### config.mk
export PLATFORM = sky130hd
export DESIGN_NAME = eth_rx_parser
export DESIGN_NICKNAME = d
export VERILOG_FILES = /design/src/rtl/lb_eth_pkg.sv /design/src/rtl/st_reg_slice.sv /design/src/rtl/eth_rx_parser.sv
export SDC_FILE = /design/constraint.sdc
export NUM_CORES = 1
export LEC_CHECK = 0
export CAP_MARGIN = 10
export CORE_MARGIN = 2
export CORE_UTILIZATION = 42
export DETAILED_ROUTE_END_ITERATION = 10
export PLACE_DENSITY = 0.73
export SLEW_MARGIN = 25
export SYNTH_ARGS = -nofsm -noshare
export SYNTH_HDL_FRONTEND = slang
export SYNTH_HIERARCHICAL = 1
export SYNTH_SLANG_ARGS = --single-unit
### constraint.sdc
create_clock -name clk -period 2 [get_ports clk]
set_clock_uncertainty 0.2 [all_clocks]
set_input_delay 0.2 -clock clk [delete_from_list [all_inputs] [get_ports clk]]
set_output_delay 0.2 -clock clk [all_outputs]
set_load 0.05 [all_outputs]
### src/rtl/lb_eth_pkg.sv
// Shared Ethernet constants and the RX parser state type for lb_system.
// Contents: header/pad sizes, well-known addresses and ethertypes, the
// parser state enum, and a group-address test helper.
package lb_eth_pkg;

   localparam int          ETH_ALEN       = 6;
   localparam int          ETH_HDR_BYTES  = 14;
   localparam int          RX_PAD_BYTES   = 2;
   localparam logic [47:0] ETH_BCAST      = 48'hFFFF_FFFF_FFFF;
   localparam logic [15:0] ETHERTYPE_IPV4 = 16'h0800;
   localparam logic [15:0] ETHERTYPE_ARP  = 16'h0806;

   typedef enum logic [2:0] {
      ST_IDLE,
      ST_H1,
      ST_H2,
      ST_H3,
      ST_HDR_WAIT,
      ST_PAYLOAD,
      ST_DROP
   } parser_state_e;

   // The I/G bit is the LSB of the first octet on the wire, which lands in
   // bit 40 of a MAC held MSB-first. Broadcast has it set as well.
   function automatic logic is_group_mac(input logic [47:0] mac);
      return mac[40];
   endfunction

endpackage

### src/rtl/st_reg_slice.sv
// One-stage Avalon-ST register slice for the parser payload path.
// Ports:
//   clk, rst                 clock, synchronous active-high reset
//   i_valid/o_ready          upstream handshake (o_ready = i_ready || !o_valid)
//   i_data/sop/eop/empty/error  upstream beat
//   o_valid/i_ready          downstream handshake
//   o_data/sop/eop/empty/error  registered beat, held while o_valid && !i_ready
module st_reg_slice #(
   parameter int DATA_W  = 32,
   parameter int EMPTY_W = 2
) (
   input  logic               clk,
   input  logic               rst,
   input  logic               i_valid,
   output logic               o_ready,
   input  logic [DATA_W-1:0]  i_data,
   input  logic               i_sop,
   input  logic               i_eop,
   input  logic [EMPTY_W-1:0] i_empty,
   input  logic               i_error,
   output logic               o_valid,
   input  logic               i_ready,
   output logic [DATA_W-1:0]  o_data,
   output logic               o_sop,
   output logic               o_eop,
   output logic [EMPTY_W-1:0] o_empty,
   output logic               o_error
);

   logic               r_valid;
   logic [DATA_W-1:0]  r_data;
   logic               r_sop;
   logic               r_eop;
   logic [EMPTY_W-1:0] r_empty;
   logic               r_error;

   assign o_ready = i_ready || !r_valid;

   always_ff @(posedge clk) begin
      if (rst) begin
         r_valid <= 1'b0;
         r_data  <= '0;
         r_sop   <= 1'b0;
         r_eop   <= 1'b0;
         r_empty <= '0;
         r_error <= 1'b0;
      end else if (o_ready) begin
         r_valid <= i_valid;
         if (i_valid) begin
            r_data  <= i_data;
            r_sop   <= i_sop;
            r_eop   <= i_eop;
            r_empty <= i_empty;
            r_error <= i_error;
         end
      end
   end

   assign o_valid = r_valid;
   assign o_data  = r_data;
   assign o_sop   = r_sop;
   assign o_eop   = r_eop;
   assign o_empty = r_empty;
   assign o_error = r_error;

endmodule

### src/rtl/eth_rx_parser.sv
// Ethernet RX parser between the MAC RX FIFO (32-bit Avalon-ST, shift16)
// and the load-balancer forwarding logic. Strips pad + 14-byte header,
// hands dst/src/ethertype off on a header handshake, then streams the
// word-aligned payload. Filters on dst MAC, drops runts, keeps saturating
// statistics.
// Ports:
//   clk, rst                  clock, synchronous active-high reset
//   in_*                      RX stream from the MAC FIFO (byte 0 in [31:24])
//   local_mac, promisc        station address and promiscuous enable
//   hdr_*                     header handshake and fields
//   out_*                     payload stream (one register slice)
//   cnt_frames/runt/filtered  saturating statistics counters
module eth_rx_parser
   import lb_eth_pkg::*;
#(
   parameter int COUNTER_WIDTH = 16
) (
   input  logic                     clk,
   input  logic                     rst,
   input  logic [31:0]              in_data,
   input  logic                     in_valid,
   output logic                     in_ready,
   input  logic                     in_sop,
   input  logic                     in_eop,
   input  logic [1:0]               in_empty,
   input  logic                     in_error,
   input  logic [47:0]              local_mac,
   input  logic                     promisc,
   output logic                     hdr_valid,
   input  logic                     hdr_ready,
   output logic [47:0]              hdr_dst_mac,
   output logic [47:0]              hdr_src_mac,
   output logic [15:0]              hdr_ethertype,
   output logic [31:0]              out_data,
   output logic                     out_valid,
   input  logic                     out_ready,
   output logic                     out_sop,
   output logic                     out_eop,
   output logic [1:0]               out_empty,
   output logic                     out_error,
   output logic [COUNTER_WIDTH-1:0] cnt_frames,
   output logic [COUNTER_WIDTH-1:0] cnt_runt,
   output logic [COUNTER_WIDTH-1:0] cnt_filtered
);

   localparam logic [COUNTER_WIDTH-1:0] CNT_ONE = {{(COUNTER_WIDTH-1){1'b0}}, 1'b1};

   function automatic logic [COUNTER_WIDTH-1:0] sat_inc(input logic [COUNTER_WIDTH-1:0] v);
      return (&v) ? v : v + CNT_ONE;
   endfunction

   parser_state_e            r_state, w_state_nxt;
   logic [47:0]              r_dst, r_src;
   logic [15:0]              r_type;
   logic                     r_hdr_valid;
   logic                     r_first;
   logic [COUNTER_WIDTH-1:0] r_cnt_frames, r_cnt_runt, r_cnt_filtered;
   logic                     w_in_ready, w_acc, w_pass, w_slice_rdy;
   logic                     w_runt, w_filt, w_hdr_take, w_slice_vld;

   assign w_in_ready = (r_state == ST_HDR_WAIT) ? 1'b0 :
                       (r_state == ST_PAYLOAD)  ? w_slice_rdy : 1'b1;
   assign w_acc      = in_valid && w_in_ready;
   assign w_pass     = promisc || (r_dst == local_mac) || is_group_mac(r_dst);
   assign w_hdr_take = r_hdr_valid && hdr_ready;

   always_ff @(posedge clk) begin
      if (rst) r_state <= ST_IDLE;
      else     r_state <= w_state_nxt;
   end

   always_comb begin
      w_state_nxt = r_state;
      w_runt      = 1'b0;
      w_filt      = 1'b0;
      case (r_state)
         ST_IDLE: begin
            if (w_acc && in_sop) begin
               if (in_eop) w_runt = 1'b1;
               else        w_state_nxt = ST_H1;
            end
         end
         ST_H1, ST_H2, ST_H3: begin
            if (w_acc) begin
               if (in_sop) begin
                  // A fresh sop abandons the partial header and restarts at w0.
                  w_runt      = 1'b1;
                  w_state_nxt = in_eop ? ST_IDLE : ST_H1;
               end else if (in_eop) begin
                  w_runt      = 1'b1;
                  w_state_nxt = ST_IDLE;
               end else if (r_state == ST_H1) begin
                  w_state_nxt = ST_H2;
               end else if (r_state == ST_H2) begin
                  w_state_nxt = ST_H3;
               end else if (w_pass) begin
                  w_state_nxt = ST_HDR_WAIT;
               end else begin
                  w_filt      = 1'b1;
                  w_state_nxt = ST_DROP;
               end
            end
         end
         ST_HDR_WAIT: if (w_hdr_take) w_state_nxt = ST_PAYLOAD;
         ST_PAYLOAD, ST_DROP: if (w_acc && in_eop) w_state_nxt = ST_IDLE;
         default: w_state_nxt = ST_IDLE;
      endcase
   end

   always_ff @(posedge clk) begin
      if (rst) begin
         r_dst          <= '0;
         r_src          <= '0;
         r_type         <= '0;
         r_hdr_valid    <= 1'b0;
         r_first        <= 1'b0;
         r_cnt_frames   <= '0;
         r_cnt_runt     <= '0;
         r_cnt_filtered <= '0;
      end else begin
         if (w_acc) begin
            if (in_sop && r_state != ST_PAYLOAD && r_state != ST_DROP)
               r_dst[47:32] <= in_data[15:0];
            else if (r_state == ST_H1)
               r_dst[31:0] <= in_data;
            else if (r_state == ST_H2)
               r_src[47:16] <= in_data;
            else if (r_state == ST_H3) begin
               r_src[15:0] <= in_data[31:16];
               r_type      <= in_data[15:0];
            end
         end
         if (r_state == ST_H3 && w_state_nxt == ST_HDR_WAIT) r_hdr_valid <= 1'b1;
         else if (w_hdr_take)                                 r_hdr_valid <= 1'b0;
         if (w_hdr_take)                             r_first <= 1'b1;
         else if (r_state == ST_PAYLOAD && w_acc)    r_first <= 1'b0;
         if (w_hdr_take) r_cnt_frames   <= sat_inc(r_cnt_frames);
         if (w_runt)     r_cnt_runt     <= sat_inc(r_cnt_runt);
         if (w_filt)     r_cnt_filtered <= sat_inc(r_cnt_filtered);
      end
   end

   assign w_slice_vld = in_valid && (r_state == ST_PAYLOAD);

   st_reg_slice #(.DATA_W(32), .EMPTY_W(2)) u_slice (
      .clk     (clk),
      .rst     (rst),
      .i_valid (w_slice_vld),
      .o_ready (w_slice_rdy),
      .i_data  (in_data),
      .i_sop   (r_first),
      .i_eop   (in_eop),
      .i_empty (in_eop ? in_empty : 2'd0),
      .i_error (in_eop && in_error),
      .o_valid (out_valid),
      .i_ready (out_ready),
      .o_data  (out_data),
      .o_sop   (out_sop),
      .o_eop   (out_eop),
      .o_empty (out_empty),
      .o_error (out_error)
   );

   assign in_ready      = w_in_ready;
   assign hdr_valid     = r_hdr_valid;
   assign hdr_dst_mac   = r_dst;
   assign hdr_src_mac   = r_src;
   assign hdr_ethertype = r_type;
   assign cnt_frames    = r_cnt_frames;
   assign cnt_runt      = r_cnt_runt;
   assign cnt_filtered  = r_cnt_filtered;

endmodule
==> metrics.md <==
| Metric | Value |
|---|---|
| DRC | 0 |
| Input/output buffers | just under 300 |
| Worst path required time | 2.18 ns |
| Combinational share of power | under 10% |
| CP arrival | 2.45 ns |
| Period utilization | 114% |
| Overall die width | approximately 150 µm |
| CTS tree | built |
| Failing checks | negative setup slack |
| CTS H-Tree Depth | 1 |
| GPL Wtd Cong | 0.858 |
| Initial antenna violation count | 1 |
| Mapped Area | between 8000 and 9000 µm² |
| Worst-path fanout max | 22 |
| Synth Flop Type | dfxtp_1 |
| DR vias/cell | 5.21 |
| #FFs+latches synth | around 200 |
| Synth top area cells | dfxtp_1 46%, nand2_1 9.3%, a21oi_1 8.6% |
| Netlist cell types | 54 |
| Final WL | ~30,000 µm |
| Status | complete, but fails checks |
| Clock Tree Buf Depth | 3 |
| Antenna-violating nets left | 0 |
| P_sw | between 0.002 and 0.0025 W |
| First-pass GRT wire length | ~46,000 µm |
| Post-synth EDFFs | 0 |
| Layout cells sized above 1 | between 20% and 30% |
| Row count | 52 |
| Max_cap viols | 0 |
| Setup violators final | 18 |
| Hold Path Stages | 3 |
| NumNets Final | about 1,500 |
| Largest area contributor in the netlist | dfxtp_1 |
| Final Hold Fails | 0 |
| Yosys warnings | 6 |
| Crit Path Category | flop to flop |
| Top-level port count | 291 |
| Worst-margin pin slew | 0.556 ns |
| Clock slew at the register clock pins of the worst setup and hold paths | about 0.060 ns |
| Synth Net Count | approximately 1,100 |
| Post-route worst setup slack | -0.275 ns |
| Cts bufs inserted | 23 |
| Largest net degree at the start of global routing | 65 |
| Achievable Freq | approximately 440 MHz |
| Slew margin rel. | about 63% |
| FILL cells | roughly 1,800 |
| Worst Setup End Kind | flop |
| Final setup TNS | -3.89 ns |
| Area Overhead vs Synth | 53.1% |
| Sw frac | 23.1% |
| Seq pwr share | 45.9% |
| Fin crit period | approximately 2.3 ns |
| Iter 0 DRT Violations | ~440 |
| Seq/Total Area, Yosys | between 40% and 50% |
| Slew Viols, Final | 0 |
| Number of global-route vias before repair | 8,215 |
| HPWL after DPL | between 20,000 and 25,000 µm |
| Pre-CTS WS | -0.642 ns |
| Total congestion overflow | 0 |
| Cell-internal power | just under 0.007 W |
| Static Leak | about 5.8 nW |
| Power per Cell Area | 659 nW/µm² |
| Peak supply drop | 0.537 mV |
| Post-Syn Instances | between 1,000 and 1,500 |
| Root buf cell | clkbuf_16 |
| DRT Pass-1 Iters | 5 |
| Die height | between 100 and 150 µm |
| Total track usage | 26.6% |
| WL/cell | ~18 µm |
| Clock network fraction of design power | 46.0% |
| Syn avg cell area | about 8.5 µm² |
| Hold Slack | 0.186 ns |
| CTS Sinks | 203 |
| Synth top area share | a little under half |
| Initial Utilization | between 40% and 50% |
| Post-synth ARST share | 0% |
| Core ar. | a little over 20,000 µm² |
| Cells on worst reg2reg path | 7 |
| Total die area | 22,000 µm² |
| Worst-Skew Late Latency | ~0.5 ns |
| RSZ-0062 raised after global routing | true |
| Setup crit start kind | flop |
| DR vias | roughly 8,700 |
| Worst min path class | input pin to flop |
## power groups by stage
stage	Clock [W]	Sequential [W]	Combinational (W)
final	0.00406	0.00405	0.000717
after global routing	0.00431	0.00405	0.000756
after CTS	0.00413	0.00405	0.000718
after detailed placement	0	0.00414	0.000719
after global placement	0	0.00414	0.000716
after floorplan	0	0.00423	0.000198
## final timing paths
check	from	to	slack [ns]
hold reg to reg	hdr_src_mac[41]	hdr_src_mac[41]	0.25
setup / recovery	hdr_dst_mac[23]	cnt_filtered[4]	-0.28
hold / removal	in_data[17]	hdr_dst_mac[17]	0.19
setup reg to reg	hdr_dst_mac[23]	cnt_filtered[4]	-0.28
## stage by stage
step / instances / area, µm² / utilization [%] / power (W)
2_1_floorplan: 1034 / 9000 / - / 0.00442
3_3_place_gp: 1628 / 12700 / 62.8 / 0.00485
3_5_place_dp: 1628 / 12700 / 62.8 / 0.00486
4_1_cts: 1670 / 13300 / 65.7 / 0.00890
5_1_grt: 1672 / 13400 / 65.9 / 0.00912
6_report: 1672 / 13400 / 65.9 / 0.00882
## what timing repair did
action                                  4_1_cts  5_1_grt
cloned                                        0        0
endpoints found under the setup margin      164       49
pin swaps                                     2        1
gates resized for setup                     151       10
buffers inserted                              0        1
hold endpoints to repair                     18        0
hold buffers                                  1        0
## per-layer routing
metal	vias up	global-route usage (%)	share of wire [%]
met5	-	0	0
met4	0	8.90	3.5
met3	66	7.12	8.3
met2	306	45.7	48
met1	4101	32.5	40
li1	4234	-	-
## state kept, by name (all words and copies together), names as in the netlist, 3 cells and up
register and cells:
hdr_dst_mac 48, hdr_src_mac 48, u_slice/o_data 32, cnt_filtered 16
cnt_frames 16, cnt_runt 16, hdr_ethertype 16, r_state 3
## cells by family after synthesis
| kind of cell | after synthesis | share of synthesized area, % |
|---|---|---|
| AND/OR/NAND/NOR | 438 | 23.2 |
| adder cells (fa/ha/maj) | 3 | 0.429 |
| XOR/XNOR | 71 | 7.11 |
| buffers and inverters | 73 | 3.71 |
| multiplexers | 29 | 3.45 |
| AO/OA/AOI/OAI | 217 | 15.6 |
| flip-flops | 203 | 46.5 |
## worst max-delay path, stage by stage (launching register included)
cell,delay [ns]
dfxtp_4,0.34
xor2_1,0.18
nor4_1,0.44
nand4_1,0.21
nor3_2,0.23
buf_12,0.20
nor3_1,0.07
mux2_2,0.27
## Yosys cell counts, types with 2 or more instances
master,n
nand2_1,216
dfxtp_1,203
a21oi_1,150
xor2_1,61
nor2_1,60
nand3_1,58
clkbuf_1,45
a21bo_2,36
mux2i_1,20
nand4_1,17
nor4_1,17
buf_2,16
nor2b_1,12
xnor2_1,10
and3_1,9
mux2_2,9
nor3_1,9
and2_1,8
o21ai_0,8
and4_1,7
o31ai_1,6
or3_1,6
or4_1,6
inv_1,4
buf_1,3
buf_6,3
ha_1,3
a21oi_2,2
a41oi_1,2
buf_4,2
nand2b_1,2
nand2b_4,2
## cells in the final DEF (no fill, tap or decap), types with 4 or more instances in the layout
cell type	netlist	routed
xor2_1	61	60
or3_1	6	6
a21bo_2	36	36
clkbuf_8	0	5
buf_12	0	14
buf_4	2	144
clkbuf_16	0	23
a21oi_1	150	150
mux2i_1	20	20
and2_1	8	7
o31ai_1	6	6
clkbuf_1	45	10
nor2b_1	12	11
inv_1	4	4
dfxtp_2	0	51
dlygate4sd2_1	0	145
dfxtp_1	203	111
and3_1	9	7
nor3_1	9	7
xnor2_1	10	10
clkdlybuf4s50_1	0	89
nand2_1	216	215
o21ai_0	8	7
nor4_1	17	13
dfxtp_4	0	41
mux2_2	9	9
or4_1	6	6
nor2_1	60	58
nand3_1	58	54
nand3_2	0	4
nand4_1	17	17
and4_1	7	6
## final cells by class
class | count | area (µm²) | area share (%)
clock buffer | 38 | 682 | 5.10
sequential | 203 | 4280 | 32.0
clock inverter | 3 | 40.0 | 0.299
timing repair buffer | 395 | 3550 | 26.6
antenna | 1 | 2.50 | 0.0187
tap | 270 | 338 | 2.52
inverter | 4 | 15.0 | 0.112
multi-input combinational | 758 | 4470 | 33.4
Note: power is estimated with default switching activity, not from simulation.
